--- src/rtl/uart_link_controller.sv ---
// uart_link_controller
//   Sequences the two-player UART link between the game FSM and the UART
//   core FIFOs: START handshake, framed score exchange (tag + value),
//   keep-alive resend of the last frame, and lost-peer timeout.
//
//   All outputs are registered. A push or pop is decided from the FIFO
//   flags sampled at a clock edge and is presented for the following cycle.
//   The RX FIFO is first-word fall-through, and its head only advances one
//   cycle after rd_uart. For that reason no new pop is decided while rd_uart
//   is already high.
//
//   Cycle timers are saturating down-counters that are reloaded with
//   PERIOD-1 when they restart. An event fires when a timer's count is zero,
//   so it fires PERIOD edges after the reload.
//
// Ports
//   clk, rst_n        system clock, asynchronous active-low reset
//   enable            link requested by the game FSM (level)
//   my_score          local score, latched when the tag byte is pushed
//   score_valid       1-cycle pulse: my_score changed
//   rx_data/rx_empty  RX FIFO head / empty flag
//   tx_full           TX FIFO full flag
//   rd_uart           RX pop strobe
//   wr_uart/tx_data   TX push strobe and byte
//   uart_start        1-cycle pulse: peer synchronised
//   score_2nd_player  last received peer score
//   score_2nd_valid   1-cycle pulse: score_2nd_player updated
//   link_lost         sticky timeout flag, cleared by the next uart_start
//
// state | meaning
// ------+-------------------------------------------------------------
// IDLE  | link not requested, no FIFO traffic
// SYNC  | resend START every RETRY_CYCLES, wait for the peer's START byte
// RUN   | framed score TX/RX, keep-alive resends, RX silence timeout
module uart_link_controller #(
  parameter logic [7:0] START_BYTE       = 8'hFF,
  parameter logic [7:0] SCORE_TAG        = 8'hA5,
  parameter int         RETRY_CYCLES     = 1_000_000,
  parameter int         KEEPALIVE_CYCLES = 16_000_000,
  parameter int         TIMEOUT_CYCLES   = 65_000_000,
  parameter int         CNT_W            = 26
) (
  input  logic       clk,
  input  logic       rst_n,
  input  logic       enable,
  input  logic [7:0] my_score,
  input  logic       score_valid,
  input  logic [7:0] rx_data,
  input  logic       rx_empty,
  input  logic       tx_full,
  output logic       rd_uart,
  output logic       wr_uart,
  output logic [7:0] tx_data,
  output logic       uart_start,
  output logic [7:0] score_2nd_player,
  output logic       score_2nd_valid,
  output logic       link_lost
);

  localparam logic [1:0] S_IDLE = 2'd0;
  localparam logic [1:0] S_SYNC = 2'd1;
  localparam logic [1:0] S_RUN  = 2'd2;

  localparam logic [CNT_W-1:0] RETRY_LOAD = CNT_W'(RETRY_CYCLES - 1);
  localparam logic [CNT_W-1:0] KA_LOAD    = CNT_W'(KEEPALIVE_CYCLES - 1);
  localparam logic [CNT_W-1:0] TO_LOAD    = CNT_W'(TIMEOUT_CYCLES - 1);
  localparam logic [CNT_W-1:0] CNT_ONE    = CNT_W'(1);

  logic [1:0]       state, state_next;
  logic [CNT_W-1:0] retry_cnt, retry_d;
  logic [CNT_W-1:0] ka_cnt, ka_d;
  logic [CNT_W-1:0] to_cnt, to_d;
  logic             pending, pending_d;
  logic             val_due, val_due_d;      // tag pushed, value byte still owed
  logic [7:0]       val_byte, val_byte_d;
  logic             expect_val, expect_val_d;

  logic       wr_d, rd_d, start_d, peer_valid_d, lost_d;
  logic [7:0] tx_data_d, peer_d;

  logic timeout, pop, sync_hit;

  assign timeout  = (state == S_RUN) && (to_cnt == '0);
  assign pop      = enable && (state != S_IDLE) && !rx_empty && !rd_uart && !timeout;
  assign sync_hit = (state == S_SYNC) && pop && (rx_data == START_BYTE);

  // State register
  always_ff @(posedge clk or negedge rst_n) begin
    if (!rst_n) state <= S_IDLE;
    else        state <= state_next;
  end

  // Next-state logic; enable=0 wins over timeout and START reception
  always_comb begin
    state_next = state;
    case (state)
      S_IDLE: if (enable) state_next = S_SYNC;
      S_SYNC: begin
        if (!enable)       state_next = S_IDLE;
        else if (sync_hit) state_next = S_RUN;
      end
      S_RUN: begin
        if (!enable)      state_next = S_IDLE;
        else if (timeout) state_next = S_SYNC;
      end
      default: state_next = S_IDLE;
    endcase
  end

  // Output / datapath next values
  always_comb begin
    wr_d         = 1'b0;
    tx_data_d    = tx_data;
    rd_d         = pop;
    start_d      = 1'b0;
    peer_d       = score_2nd_player;
    peer_valid_d = 1'b0;
    lost_d       = link_lost;
    pending_d    = pending;
    val_due_d    = val_due;
    val_byte_d   = val_byte;
    expect_val_d = expect_val;
    retry_d      = (retry_cnt == '0) ? '0 : retry_cnt - CNT_ONE;
    ka_d         = (ka_cnt == '0)    ? '0 : ka_cnt - CNT_ONE;
    to_d         = (to_cnt == '0)    ? '0 : to_cnt - CNT_ONE;

    if (!enable || state == S_IDLE) begin
      pending_d    = 1'b0;
      val_due_d    = 1'b0;
      expect_val_d = 1'b0;
      retry_d      = '0;               // SYNC entry sends START at once
    end else if (state == S_SYNC) begin
      if (retry_cnt == '0 && !tx_full) begin
        wr_d      = 1'b1;
        tx_data_d = START_BYTE;
        retry_d   = RETRY_LOAD;
      end
      if (sync_hit) begin
        start_d   = 1'b1;
        lost_d    = 1'b0;
        pending_d = 1'b1;              // initial frame on RUN entry
        to_d      = TO_LOAD;
      end
    end else if (timeout) begin
      lost_d       = 1'b1;
      pending_d    = 1'b0;
      val_due_d    = 1'b0;
      expect_val_d = 1'b0;
      retry_d      = '0;
    end else begin
      pending_d = pending | score_valid;
      if (val_due) begin
        if (!tx_full) begin
          wr_d      = 1'b1;
          tx_data_d = val_byte;
          val_due_d = 1'b0;
        end
      end else if ((pending || ka_cnt == '0) && !tx_full) begin
        // a score_valid in this same cycle is covered by this frame
        wr_d       = 1'b1;
        tx_data_d  = SCORE_TAG;
        val_byte_d = my_score;
        val_due_d  = 1'b1;
        pending_d  = 1'b0;
      end
      if (pop) begin
        to_d = TO_LOAD;
        if (expect_val) begin
          peer_d       = rx_data;
          peer_valid_d = 1'b1;
          expect_val_d = 1'b0;
        end else if (rx_data == SCORE_TAG) begin
          expect_val_d = 1'b1;
        end
      end
    end

    if (wr_d) ka_d = KA_LOAD;
  end

  // Registered outputs and datapath
  always_ff @(posedge clk or negedge rst_n) begin
    if (!rst_n) begin
      wr_uart          <= 1'b0;
      tx_data          <= 8'h00;
      rd_uart          <= 1'b0;
      uart_start       <= 1'b0;
      score_2nd_player <= 8'h00;
      score_2nd_valid  <= 1'b0;
      link_lost        <= 1'b0;
      pending          <= 1'b0;
      val_due          <= 1'b0;
      val_byte         <= 8'h00;
      expect_val       <= 1'b0;
      retry_cnt        <= '0;
      ka_cnt           <= '0;
      to_cnt           <= '0;
    end else begin
      wr_uart          <= wr_d;
      tx_data          <= tx_data_d;
      rd_uart          <= rd_d;
      uart_start       <= start_d;
      score_2nd_player <= peer_d;
      score_2nd_valid  <= peer_valid_d;
      link_lost        <= lost_d;
      pending          <= pending_d;
      val_due          <= val_due_d;
      val_byte         <= val_byte_d;
      expect_val       <= expect_val_d;
      retry_cnt        <= retry_d;
      ka_cnt           <= ka_d;
      to_cnt           <= to_d;
    end
  end

endmodule
--- config.mk ---
export PLATFORM = sky130hd
export DESIGN_NAME = uart_link_controller
export DESIGN_NICKNAME = d
export VERILOG_FILES = /design/src/rtl/uart_link_controller.sv
export SDC_FILE = /design/constraint.sdc
export NUM_CORES = 1
export LEC_CHECK = 0
export BUFFER_PORTS_ARGS = -buffer_cell sky130_fd_sc_hd__buf_4
export CORE_MARGIN = 8
export CORE_UTILIZATION = 49
export DETAILED_ROUTE_END_ITERATION = 8
export PLACE_DENSITY_LB_ADDON = 0.1
export SYNTH_ARGS = -nofsm -noshare
export SYNTH_HDL_FRONTEND = slang
export SYNTH_SLANG_ARGS = --single-unit
--- constraint.sdc ---
create_clock -name clk -period 4.2 [get_ports clk]
set_input_delay 0.42 -clock clk [delete_from_list [all_inputs] [get_ports clk]]
set_output_delay 0.42 -clock clk [all_outputs]
set_load 0.05 [all_outputs]
==> results.cfg <==
[global_route]
grt_pass1_vias = 3997
grt_max_degree = 50
use_met2 = 0.251
antenna_found_initial = 0
use_met1 = 0.226
met3_usage = 0.0517
gr-total-overflow = 0
gr-usage-all-layers = 0.165
top_usage_layer = met2
grt_pass1_wl_um = 19800

[finish]
area_growth_pct = 12.6
antenna_cells = 0
drive_gt1_frac = 0.158
final_common_cell = dfrtp_1
fin_nets = 588
most-common-layout-cells = dfrtp_1 (112), nor2_1 (49), buf_4 (47)

[floorplanning]
start_util = 0.503
die_y_um = 121
dieWidth_um = 121
coreArea_um2 = 10800
io_pins = 43
rows = 38
die_area_um2 = 14800

[yosys]
synth.area.mux_share = 0.0459
synth_fa_ha_area_frac = 0.00688
yosys_register_bits = 112
netlist_instances = 529
synth_top_family_by_area = simple AND/OR/NAND/NOR gates
synth_area_um2 = 5450
synth-main-ff-cell = dfrtp_1
syn-num-nets = 554
synth_xor_area_frac = 0.0851
synth_edf_count = 0
async_flop_share = 1.00
synth_compound_area_frac = 0.102
yosys.area_share.simple = 0.218
syn_area_per_cell_um2 = 10.3
synth_warnings = 0
seq_area_frac_synth = 0.514
synth_cell_types = 49

[power]
p_leak_nw = 2.54
seq_power_share = 0.447
power_mw = 3.43
p_int_mw = 2.23
ir_drop_mv = 0.419
p_switching_mw = 1.20
power_frac_comb = 0.326
swShare = 0.349
power_density_nw_per_um2 = 559
clockPowerShare = 0.228

[clock_network]
cts.path.max_buffers = 2
insertion_delay_ns = 0.38
cts-root-buf = clkbuf_8
cts.clk_slew.worst_paths_ns = 0.10
ctsResizeCount = 0
h-tree-depth = 3
cts_tree = done
post_cts_buffers = 0
holdBufCountCts = 0
clock_sinks = 112
numCtsBuffers = 9

[setup_path]
max_stage_delay_ns = 0.70
path_cells = inv_1 > ha_1 > nor4b_1 > and4b_1 > a311oi_1 > or3_1 > a31oi_1
cp.required_ns = 4.50
ff2ff_path_depth = 7
reg2reg_setup_slack_ns = 1.14
endpoint_kind = register
cp.arrival_ns = 3.36
crit_type = register to register
r2r-start = ka_cnt[0]
rr_endpoint = tx_data[4]
crit_path_top_delay_cell = or3_1
start_kind = register
path_max_fanout = 21
crit_path_start = ka_cnt[0]

[min_path]
holdCritPathClass = input pin to asynchronous set/reset pin

[drt]
post_drt_via_cell_ratio = 5.76
drtPass1Iterations = 4
wl_um = 11600
postRouteAntennaNets = 0
drtIter0Drc = 270
vias = 4078
drc = 0
wl_per_cell_um = 16.4

[timing]
setup_violations = 0
fmax_mhz = 326
rsz0062_at_grt = no
worstMarginPinSlew_ns = 0.887
finalCriticalPeriod_ns = 3.06
hold_viol = 0
relSlewSlack = 0.403
min_period_over_period = 0.729
finClkSkew_ns = 0.00862
slew_violations = 0
tns_ns = 0
setup_ws_ns = 1.14

[run_status]
outcome = complete, no violations

[place]
io_buffers = 42
hpwlAfterDp_um = 8080
dp_slack_ns = 1.22
gp_congestion = 0.796

[flow_run]
max-cap-violations = 0
-- through the flow --
| stage | hold WS, ns | cell area (um^2) | std cells | util |
|---|---|---|---|---|
| 6_report | 0.0575 | 6140 | 708 | 0.566 |
| 5_1_grt | 0.0733 | 6140 | 708 | 0.566 |
| 4_1_cts | 0.0613 | 6140 | 708 | 0.566 |
| 3_5_place_dp | 0.480 | 5880 | 692 | 0.543 |
| 3_3_place_gp | 0.473 | 5880 | 692 | 0.543 |
| 2_1_floorplan | 0.124 | 5450 | 529 | - |
-- worst max-delay path by stage --
stage / end / slack, ns
floorplan: ka_cnt[14] / 1.48
global placement: val_byte[4] / 1.33
global route: tx_data[4] / 0.89
CTS: tx_data[4] / 1.19
finish: tx_data[4] / 1.14
detailed placement: tx_data[3] / 1.22
-- power by group through the flow --
stage	Clock, mW	Sequential [mW]	Combinational, mW
6_report	0.781	1.53	1.12
5_1_grt	0.853	1.57	1.25
4_1_cts	0.807	1.53	1.13
3_5_place_dp	0	1.55	1.12
3_3_place_gp	0	1.54	1.10
2_1_floorplan	0	1.56	0.820
-- metal layers --
| metal | routed length [um] | share of wire | up-vias |
|---|---|---|---|
| met3 | 522 | 0.045 | 7 |
| li1 | - | - | 2014 |
| met5 | 0 | 0 | - |
| met4 | 87 | 0.0075 | 0 |
| met2 | 5320 | 0.46 | 54 |
| met1 | 5680 | 0.49 | 2003 |
-- synthesized netlist by cell type, types with 5 or more instances --
cell      number  area [um^2]
a21o_1         5         37.5
a21oi_1       10         50.1
a31oi_1        8         50.1
clkbuf_1      21         78.8
dfrtp_1      112         2800
inv_1         16         60.1
mux2_2        16          180
mux2i_1        7         70.1
nand2_1       23         86.3
nand3_1       14         70.1
nand4_1        8         50.1
nor2_1        49          184
nor3_1        30          150
nor4_1        27          169
o211ai_1      14          105
o21ai_0       27          135
or3_1         18          113
or4_1         12         90.1
xnor2_1       35          307
xor2_1        18          158
-- cells by family after synthesis --
| group | count (synthesis) |
|---|---|
| xor gates and xnor gates | 53 |
| adders and majority gates | 3 |
| muxes | 23 |
| DFF | 112 |
| AOI/OAI and AO/OA | 85 |
| and+or+nand+nor | 213 |
| buffers and inverters | 40 |
-- worst max-delay path: cells and delay by family (launching register included) --
kind,cells,cell delay [ns]
fa+ha+maj,1,0.20
simple gates,3,1.76
flops,1,0.41
compound gates,2,0.56
buf+inv,1,0.06
-- flip-flops by register name, summed over array words and instances (netlist names) --
register	flops
ka_cnt	26
retry_cnt	26
to_cnt	26
score_2nd_player	8
tx_data	8
val_byte	8
state	2
expect_val	1
link_lost	1
pending	1
rd_uart	1
score_2nd_valid	1
uart_start	1
val_due	1
wr_uart	1
-- area by class of cell --
type | instances | area, um^2
timing repair buffer | 47 | 353
inverter | 16 | 60.1
fill | 983 | 4700
clock buffer | 11 | 151
multi-input combinational | 377 | 2490
clock inverter | 5 | 103
sequential | 112 | 2800
tap | 140 | 175
No activity file was read; power rests on OpenSTA's default activity.
